**config.mk**
```make
export PLATFORM = sky130hd
export DESIGN_NAME = serial_adder
export DESIGN_NICKNAME = d
export VERILOG_FILES = /design/src/rtl/serial_adder.sv
export SDC_FILE = /design/constraint.sdc
export NUM_CORES = 1
export LEC_CHECK = 0
export ABC_AREA = 1
export CAP_MARGIN = 20
export CORE_MARGIN = 2
export CORE_UTILIZATION = 50
export CTS_CLUSTER_DIAMETER = 40
export DETAILED_ROUTE_END_ITERATION = 10
export GPL_TIMING_DRIVEN = 0
export PLACE_DENSITY = 0.77
export SYNTH_ARGS = -nofsm -noshare
export SYNTH_HDL_FRONTEND = slang
export SYNTH_HIERARCHICAL = 1
export SYNTH_SLANG_ARGS = --single-unit
```
**constraint.sdc**
```tcl
create_clock -name clk -period 2.5 [get_ports clk]
set_input_delay 0.5 -clock clk [delete_from_list [all_inputs] [get_ports clk]]
set_output_delay 0.5 -clock clk [all_outputs]
set_load 0.02 [all_outputs]
```
**src/rtl/serial_adder.sv**
```systemverilog
// serial_adder: bit-serial adder, one result bit per clock, LSB first.
// A single 1-bit full adder is reused every cycle. A carry register holds
// the carry between cycles.
// Optional macro SERIAL_ADDER_SUB_EN adds a `sub` input for a-b.
// Without that macro the block always computes a+b.
// Handshake: a `start` seen in IDLE or DONE loads the operands. `start`
// is ignored while busy. `done` pulses for one cycle when sum, carry_out
// and overflow update. These outputs hold until the next completion.

module adder_bit (
    input  logic i_a,
    input  logic i_b,
    input  logic i_c,
    output logic o_s,
    output logic o_c
);
    assign o_s = i_a ^ i_b ^ i_c;
    assign o_c = (i_a & i_b) | (i_c & (i_a ^ i_b));
endmodule

module serial_adder #(
    parameter int WIDTH = 8
) (
    input  logic             clk,
    input  logic             rst,
    input  logic             start,
    input  logic [WIDTH-1:0] a,
    input  logic [WIDTH-1:0] b,
`ifdef SERIAL_ADDER_SUB_EN
    input  logic             sub,
`endif
    output logic             busy,
    output logic             done,
    output logic [WIDTH-1:0] sum,
    output logic             carry_out,
    output logic             overflow
);
    // One extra bit so the counter can reach WIDTH without wrapping.
    localparam int CW = $clog2(WIDTH) + 1;

    typedef enum logic [1:0] {IDLE, RUN, DONE} state_t;

    state_t           r_state;
    state_t           w_next;
    logic [WIDTH-1:0] r_a;
    logic [WIDTH-1:0] r_b;
    logic [WIDTH-2:0] r_acc;     // result bits produced so far, top-aligned
    logic             r_carry;
    logic [CW-1:0]    r_cnt;
    logic [WIDTH-1:0] r_sum;
    logic             r_cout;
    logic             r_ovf;

    logic             w_load;
    logic             w_last;
    logic             w_sub;
    logic             w_s;
    logic             w_c;
    logic [WIDTH-1:0] w_acc_next;

`ifdef SERIAL_ADDER_SUB_EN
    assign w_sub = sub;
`else
    assign w_sub = 1'b0;
`endif

    // Operands are accepted from IDLE and from DONE, which allows back-to-back operations.
    assign w_load = start && (r_state != RUN);
    assign w_last = (r_state == RUN) && (r_cnt == CW'(WIDTH - 1));

    adder_bit u_bit (
        .i_a (r_a[0]),
        .i_b (r_b[0]),
        .i_c (r_carry),
        .o_s (w_s),
        .o_c (w_c)
    );

    // The new bit enters at the MSB. After WIDTH shifts, the word is aligned.
    assign w_acc_next = {w_s, r_acc};

    // State register
    always_ff @(posedge clk or posedge rst) begin
        if (rst) r_state <= IDLE;
        else     r_state <= w_next;
    end

    // Next-state logic
    always_comb begin
        w_next = r_state;
        case (r_state)
            IDLE:    if (start) w_next = RUN;
            RUN:     if (w_last) w_next = DONE;
            DONE:    w_next = start ? RUN : IDLE;
            default: w_next = IDLE;
        endcase
    end

    // Datapath: load on accept, shift one bit per RUN cycle, publish on the last bit
    always_ff @(posedge clk or posedge rst) begin
        if (rst) begin
            r_a     <= '0;
            r_b     <= '0;
            r_acc   <= '0;
            r_carry <= 1'b0;
            r_cnt   <= '0;
            r_sum   <= '0;
            r_cout  <= 1'b0;
            r_ovf   <= 1'b0;
        end else if (w_load) begin
            // Subtraction is a + ~b + 1. The +1 is the initial carry.
            r_a     <= a;
            r_b     <= w_sub ? ~b : b;
            r_carry <= w_sub;
            r_acc   <= '0;
            r_cnt   <= '0;
        end else if (r_state == RUN) begin
            r_a     <= r_a >> 1;
            r_b     <= r_b >> 1;
            r_carry <= w_c;
            r_acc   <= w_acc_next[WIDTH-1:1];
            r_cnt   <= r_cnt + CW'(1);
            if (w_last) begin
                // On the MSB cycle, r_carry holds the carry into the MSB.
                r_sum  <= w_acc_next;
                r_cout <= w_c;
                r_ovf  <= r_carry ^ w_c;
            end
        end
    end

    assign busy      = (r_state == RUN);
    assign done      = (r_state == DONE);
    assign sum       = r_sum;
    assign carry_out = r_cout;
    assign overflow  = r_ovf;

endmodule
```
==> flow_summary.ini, run 1 <==
[outcome]
run_status = complete, no violations

[floorplan]
die_y_um = 62.1
die_x_um = 62.1
die_area_um2 = 3850
core_um2 = 3280
io_pins = 31
initial_core_util_pct = 51.4
rows = 21

[power]
p_int_uw = 1550
p_comb_share_pct = 40.5
ir_worst_vdd_mv = 0.535
clkPwrFrac_pct = 16.6
switching_share_pct = 37.7
switchingPower_uw = 938
p_seq_share_pct = 43.0
p_leak_uw = 0.00103
cellPowerDensity_nw_per_um2 = 1180

[logic_synthesis]
synthDistinctLibCells = 20
ys_warn_count = 6
ys_seq_area_share_pct = 59.3
synth_cells = 182
netlist_area_um2 = 1690
syn_nets = 203
avgSynthCellArea_um2 = 9.27
ys_ff_latch = 40

[sta]
hold_viol = 0
setup_viol = 0
clock.fmax_ghz = 0.485
min_period_ns = 2.06
fin_crit_sh_pct = 82.4
tightest_slew_ns = 0.794
relSlewSlack_pct = 47.0
fin_skew_ns = 0.0101
tns_ns = 0
rsz0062_at_grt = false
drv_slew = 0

[layout]
final_layout_size_suffix_gt1_share_pct = 10.0
area_growth_pct = 25.3
antenna_cells = 0
n_fill_cell = 293
utilization_pct = 64.3
multi_input_area_um2 = 566
final-seq-area_um2 = 1000
nets = 239
instances_no_fill = 265

[placed_design]
hpwl_um = 2340
io_buffer_count = 29
gp_congestion = 0.800
placed_cells = 257

[route]
via_per_inst = 5.07
drt-wirelength-per-cell_um = 12.4
antenna_left = 0
num_vias = 1343
dr.pass1.iters = 4
drt_wl_total_um = 3280
drc_errors = 0
drt-initial-drc-count = 49

[critical_path]
cp-start-kind = flip-flop
cp_max_fo = 2
critPathArrivalTime_ns = 1.56
endpoint_kind = primary output
worst-setup-path-type = reg2out
required_ns = 2.00

[clock_tree]
cts_resized = 0
cts_tree = built
cts_root_buf = clkbuf_4
htree_levels = 2
cts_sinks = 40
cts.path.max_buffers = 2
clkLatencyLatePin_ns = 0.35
postCtsSetupBuffers = 0
cts_made_buffers = 5
cts-hold-fix-buffers = 0
cts.reportedPaths.clkPinSlew_ns = 0.12

[global_routing]
grt_antenna_before_repair = 0
overflow = 0
grt_max_degree = 41
grt_pass1_wl_um = 5190
grt_pass1_vias = 1230
grt_util_all_layers_pct = 19.0

[hold_path]
hold_class = reg2reg

[flow_run]
maxCapViolCount = 0
layer usage:
metal  vias to the layer above  part of all wire, %  routed length [um]  global-route usage [%]
li1                        654                    -                   -                       -
met1                       649                   43                1400                    21.3
met2                        35                   50                1650                    33.5
met3                         5                  5.6                 183                    6.21
met4                         0                  1.4                  46                    6.69
met5                         -                    0                   0                       0
cells in the final DEF (no fill, tap or decap), types with 4 or more instances in the layout:
cell and instances:
nand3_1 29, o22ai_1 8, nor2_1 5, inv_2 4
dfrtp_1 40, o21ai_1 9, inv_1 12, clkbuf_4 5
clkdlybuf4s50_1 28, nand2_1 56
synth_stat cells, drive strengths merged:
| master | count | share of area [%] |
|---|---|---|
| o21ai | 12 | 3.6 |
| nand2 | 59 | 14 |
| nor2 | 6 | 1.8 |
| clkinv | 1 | 0.22 |
| dfrtp | 40 | 59 |
| fa | 1 | 1.2 |
| inv | 16 | 3.6 |
| ha | 1 | 0.74 |
| nand3 | 29 | 8.6 |
| buf | 7 | 3.3 |
| o22ai | 8 | 3.0 |
| a21oi | 1 | 0.30 |
| xor2 | 1 | 0.52 |
cell families (layout without fill, tap and decap cells):
group                      Yosys count  after routing  share of synthesized area [%]
buffers and inverters               24             61                           7.12
and+or+nand+nor                     94             94                           24.3
DFF                                 40             40                           59.3
xor gates and xnor gates             1              1                          0.519
AOI/OAI and AO/OA                   21             21                           6.82
adders and majority gates            2              2                           1.93
flip-flops by register name, indices dropped and copies added (netlist names):
register,flops
sum,8
overflow,1
r_a,8
r_b,8
r_carry,1
r_acc,7
r_state,2
carry_out,1
r_cnt,4
critical path, stage by stage (launching register included):
cell             delay, ns
dfrtp_1               0.41
inv_1                 0.08
nor2_1                0.11
clkdlybuf4s50_1       0.61
worst paths after layout:
path,end,slack (ns),depth (start not counted),start
worst max-delay path,done,0.44,3,r_state[1]
worst min-delay path,r_a[7],0.49,2,r_a[7]
worst max register to register,r_a[1],1.12,6,r_state[1]
worst min register to register,r_a[7],0.49,2,r_a[7]
max in group asynchronous,r_b[4],1.38,2,rst
min in group asynchronous,r_cnt[2],0.61,2,rst
metrics by stage:
stage | total power [uW] | worst slack, ns | hold slack, ns | instance area, um2
after floorplan | 1730 | 1.08 | 0.442 | 1690
after global placement | 2050 | 0.291 | 0.456 | 2030
after detailed placement | 2100 | 0.474 | 0.461 | 2030
after CTS | 2510 | 0.0755 | 0.487 | 2110
after global routing | 2680 | 0.351 | 0.513 | 2110
final | 2490 | 0.440 | 0.486 | 2110
power groups by stage:
stage	Combinational [uW]	Sequential (uW)	Clock, uW
after floorplan	592	1140	0
final	1010	1070	412
after CTS	1020	1070	417
after global routing	1120	1100	453
after global placement	990	1060	0
after detailed placement	1020	1080	0
final cells by class:
type,instances,share of cell area (%)
flip-flops and latches,40,47.4
multi-input cells,118,26.8
repair buffers,29,13.9
inverters,17,3.02
well taps,46,2.72
plain buffers,7,2.66
clock buffers,6,1.95
clock inverters,2,1.66
Note: power is estimated with default switching activity, not from simulation.
==> run 2: changes to the inputs <==
==> constraint.sdc (replaced) <==
create_clock -name clk -period 2.1 [get_ports clk]
set_input_delay 0.42 -clock clk [delete_from_list [all_inputs] [get_ports clk]]
set_output_delay 0.42 -clock clk [all_outputs]
set_load 0.02 [all_outputs]
==> run 2 against run 1 <==
Routed wire length increased by 0.12%. Total power is 20% higher. Combinational power grew 21%. Die area unchanged. Core utilization rose by 0.34 points. Register-to-register slack got worse by 0.39 ns.
==> flow_summary.ini, run 2 (synthesis results as in run 1) <==
[clock_tree]
cts_sinks = 40
clkLatencyLatePin_ns = 0.34
cts.reportedPaths.clkPinSlew_ns = 0.12
cts_made_buffers = 5
htree_levels = 2
cts.path.max_buffers = 2
cts_tree = built
cts_root_buf = clkbuf_4

[route]
drt_wl_total_um = 3290
num_vias = 1370
dr.pass1.iters = 4
via_per_inst = 5.13
drt-wirelength-per-cell_um = 12.3
drc_errors = 0
antenna_left = 0
drt-initial-drc-count = 48

[power]
ir_worst_vdd_mv = 0.636
p_leak_uw = 0.00103
switchingPower_uw = 1120
p_seq_share_pct = 42.7
p_comb_share_pct = 40.9
clkPwrFrac_pct = 16.4
switching_share_pct = 37.4
p_int_uw = 1870
cellPowerDensity_nw_per_um2 = 1410

[critical_path]
worst-setup-path-type = reg2out
r2r_slack_ns = 0.73
critPathArrivalTime_ns = 1.55
cp_max_fo = 2
endpoint_kind = primary output
required_ns = 1.68
cp-start-kind = flip-flop

[sta]
setup_viol = 0
rsz0062_at_grt = false
hold_viol = 0
drv_slew = 0
clock.fmax_ghz = 0.506
fin_skew_ns = 0.00857
min_period_ns = 1.97
tns_ns = 0
relSlewSlack_pct = 47.6
tightest_slew_ns = 0.784
fin_crit_sh_pct = 94.0

[floorplan]
die_area_um2 = 3850
die_y_um = 62.1
io_pins = 31
die_x_um = 62.1
initial_core_util_pct = 51.4
core_um2 = 3280
rows = 21

[hold_path]
hold_class = in2reg

[global_routing]
grt_util_all_layers_pct = 19.0
grt_pass1_vias = 1230
overflow = 0
grt_max_degree = 41
grt_antenna_before_repair = 0
grt_pass1_wl_um = 5190

[placed_design]
gp_congestion = 0.800
io_buffer_count = 29
place_area_um2 = 2030
hpwl_um = 2340

[layout]
final_layout_size_suffix_gt1_share_pct = 10.9
area_growth_pct = 26.0
n_fill_cell = 294
final_common_cell = nand2_1
final_cell_mix = nand2_1 (56), dfrtp_1 (40), nand3_1 (29)
antenna_cells = 0
final_area_um2 = 2120
nets = 241

[flow_run]
maxCapViolCount = 0

[outcome]
run_status = complete, no violations
run 2: cell count changes in the layout (fill, tap and decap cells not counted), sizes merged:
cell and change:
buf +2, dlygate4sd2 +1, dlymetal6s2s -1
run 2: routing by layer:
layer / GRT usage [%] / vias up / share of wire, %
met5: 0 / - / 0
met4: 6.69 / 0 / 1.4
met3: 6.21 / 5 / 7.1
met2: 33.5 / 51 / 51
met1: 21.3 / 656 / 41
li1: - / 658 / -
run 2: what timing repair did:
item | CTS | global route
gates resized for setup | 1 | 0
hold buffers | 0 | 0
endpoints found under the hold margin | 0 | 0
pin swaps | 0 | 1
endpoints found under the setup margin | 1 | 1
setup buffers | 0 | 2
run 2: critical path: stages, from the launching register on:
cell and delay, ns:
dfrtp_1 0.41, inv_1 0.08, nor2_1 0.11, clkdlybuf4s50_1 0.61
run 2: power groups by stage:
stage | Clock (uW) | Combinational (uW) | Sequential, uW
floorplan | 0 | 704 | 1360
global placement | 0 | 1180 | 1270
detailed placement | 0 | 1220 | 1290
CTS | 497 | 1210 | 1280
global route | 540 | 1360 | 1310
finish | 490 | 1220 | 1280
run 2: layout make-up:
type	instances	area (um2)	share of cell area, %
Buffer	7	56.3	2.65
Clock buffer	6	41.3	1.94
Clock inverter	2	35.0	1.65
Inverter	17	63.8	3.00
Multi-Input combinational cell	118	566	26.6
Sequential cell	40	1000	47.1
Tap cell	46	57.6	2.71
Timing Repair Buffer	31	304	14.3
run 2: worst paths after layout:
check | to | startpoint | cells past startpoint
hold / removal | r_a[6] | start | 3
setup / recovery | done | r_state[1] | 3
setup reg to reg | r_a[1] | r_state[1] | 6
min in group asynchronous | r_cnt[2] | rst | 2
max in group asynchronous | r_b[4] | rst | 2
hold reg to reg | r_a[7] | r_a[7] | 2
run 2: per-stage QoR:
stage | setup slack (ns) | hold WS [ns] | cells | total power, uW | utilization [%]
detailed placement | 0.154 | 0.461 | 257 | 2500 | 61.9
finish | 0.125 | 0.443 | 267 | 2990 | 64.7
floorplan | 0.762 | 0.442 | 182 | 2060 | -
CTS | 0.0281 | 0.438 | 265 | 2980 | 64.2
global route | 0.0331 | 0.429 | 267 | 3210 | 64.7
global placement | -0.0290 | 0.456 | 257 | 2440 | 61.9
==> run 3: changes to the inputs <==
--- a/config.mk
+++ b/config.mk
@@ -7,7 +7,7 @@
 export LEC_CHECK = 0
 export ABC_AREA = 1
 export CAP_MARGIN = 20
-export CORE_MARGIN = 2
+export CORE_ASPECT_RATIO = 1.1
 export CORE_UTILIZATION = 50
 export CTS_CLUSTER_DIAMETER = 40
 export DETAILED_ROUTE_END_ITERATION = 10
==> run 3 against run 2 <==
The run now ends with DRC left. Routed wire length shrank 3.8%. Register-to-register slack is essentially flat. Combinational power is essentially flat. Die area shrank 6.3%. Critical path type unchanged. Largest power group unchanged. Highest routed layer unchanged.
==> flow_summary.ini, run 3 (synthesis results as in run 1) <==
[outcome]
run_status = finished, violations left
violations = DRC

[clock_tree]
cts.reportedPaths.clkPinSlew_ns = 0.13
htree_levels = 2
cts_made_buffers = 5
clkLatencyLatePin_ns = 0.35
cts_root_buf = clkbuf_4
cts-hold-fix-buffers = 0
cts_sinks = 40
cts_tree = built
cts.path.max_buffers = 2

[sta]
relSlewSlack_pct = 46.1
clock.fmax_ghz = 0.507
rsz0062_at_grt = false
setup_viol = 0
drv_slew = 0
fin_skew_ns = 0.0108
hold_viol = 0
tightest_slew_ns = 0.807
min_period_ns = 1.97
fin_crit_sh_pct = 93.9
whs_ns = 0.412

[critical_path]
cp_top_family = buffers and inverters
critical_path_buf_inv_count = 2
critical_path.max_stage_delay_ns = 0.61
r2r_slack_ns = 0.74
cp_max_fo = 2
critPathArrivalTime_ns = 1.55
endpoint_kind = primary output
required_ns = 1.68
worst-setup-path-type = reg2out
cp-start-kind = flip-flop
r2r_cells = 6
critPathSlowestCell = clkdlybuf4s50_1
r2r_start = r_state[1]
worstPathCellList = inv_1 > nor2_1 > clkdlybuf4s50_1
r2r-end = r_b[1]

[layout]
final_common_cell = nand2_1
instances_no_fill = 254
utilization_pct = 67.5
antenna_cells = 0
final_area_um2 = 2110
final_cell_mix = nand2_1 (56), dfrtp_1 (40), nand3_1 (29)
area_growth_pct = 25.1
nets = 240
final_layout_size_suffix_gt1_share_pct = 10.9

[placed_design]
io_buffer_count = 29
gp_congestion = 0.805
placed_cells = 245
hpwl_um = 2270
place_area_um2 = 2020

[hold_path]
hold_class = in2reg
whs_path_depth = 3
hold_path_end = r_b[5]
hp-start = start

[route]
antenna_left = 0
drt-wirelength-per-cell_um = 12.4
drt-initial-drc-count = 65
dr.pass1.iters = 9
via_per_inst = 5.26
num_vias = 1336
drt_wl_total_um = 3160
drc_errors = 3

[global_routing]
grt_util_all_layers_pct = 21.0
grt_antenna_before_repair = 0
overflow = 0
grt_pass1_wl_um = 5720
grt_pass1_vias = 1306
grt_max_degree = 41

[floorplan]
initial_core_util_pct = 53.9
die_y_um = 62.9
io_pins = 31
die_x_um = 57.4
die_area_um2 = 3610
core_um2 = 3130
rows = 21

[flow_run]
maxCapViolCount = 0

[power]
p_leak_uw = 0.00102
p_total_uw = 3000
cellPowerDensity_nw_per_um2 = 1420
ir_worst_vdd_mv = 0.623
## run 3: changes by cell type in the layout (fill, tap and decap cells not counted)
cell	previous run	this run
clkbuf_1	1	0
clkinvlp_4	0	1
inv_6	0	1
buf_4	3	2
clkinv_2	1	0
## run 3: per-stage QoR
step                worst slack, ns  TNS, ns
finish                        0.127        0
global route                 0.0468        0
CTS                           0.118        0
detailed placement            0.136        0
global placement            -0.0398    -1.55
floorplan                     0.762        0
## run 3: per-layer routing
layer  up-vias  GRT usage, %  routed length [um]
met5         -             0                   0
met4         0          6.40                  39
met3         5          5.59                 143
met2        36          36.3                1580
met1       632          25.2                1400
li1        663             -                   -
## run 3: worst max path at each step
stage | from | end | cells past startpoint
2_1_floorplan | rst | carry_out | 1
3_3_place_gp | rst | r_b[4] | 2
3_5_place_dp | r_state[0] | busy | 4
4_1_cts | r_state[1] | done | 3
5_1_grt | r_state[1] | done | 3
6_report | r_state[1] | done | 3
## run 3: area by class of cell
type | instances | area (um2)
Tap cell | 34 | 42.5
Clock inverter | 3 | 46.3
Sequential cell | 40 | 1000
Multi-Input combinational cell | 118 | 566
Buffer | 7 | 56.3
Clock buffer | 5 | 37.5
Fill cell | 266 | 1020
Timing Repair Buffer | 30 | 297
Inverter | 17 | 63.8
## run 3: worst min-delay path, stage by stage
cell and delay, ns:
buf_2 0.15, nand3_1 0.09, nand3_1 0.07
## run 3: timing repair
action | 4_1_cts | 5_1_grt
buffers inserted | 1 | 0
resized for setup | 1 | 0
setup endpoints to repair | 1 | 0
## run 3: where the power goes
part,internal (uW),switching [uW]
logic,523,695
clock network,254,264
registers,1090,178
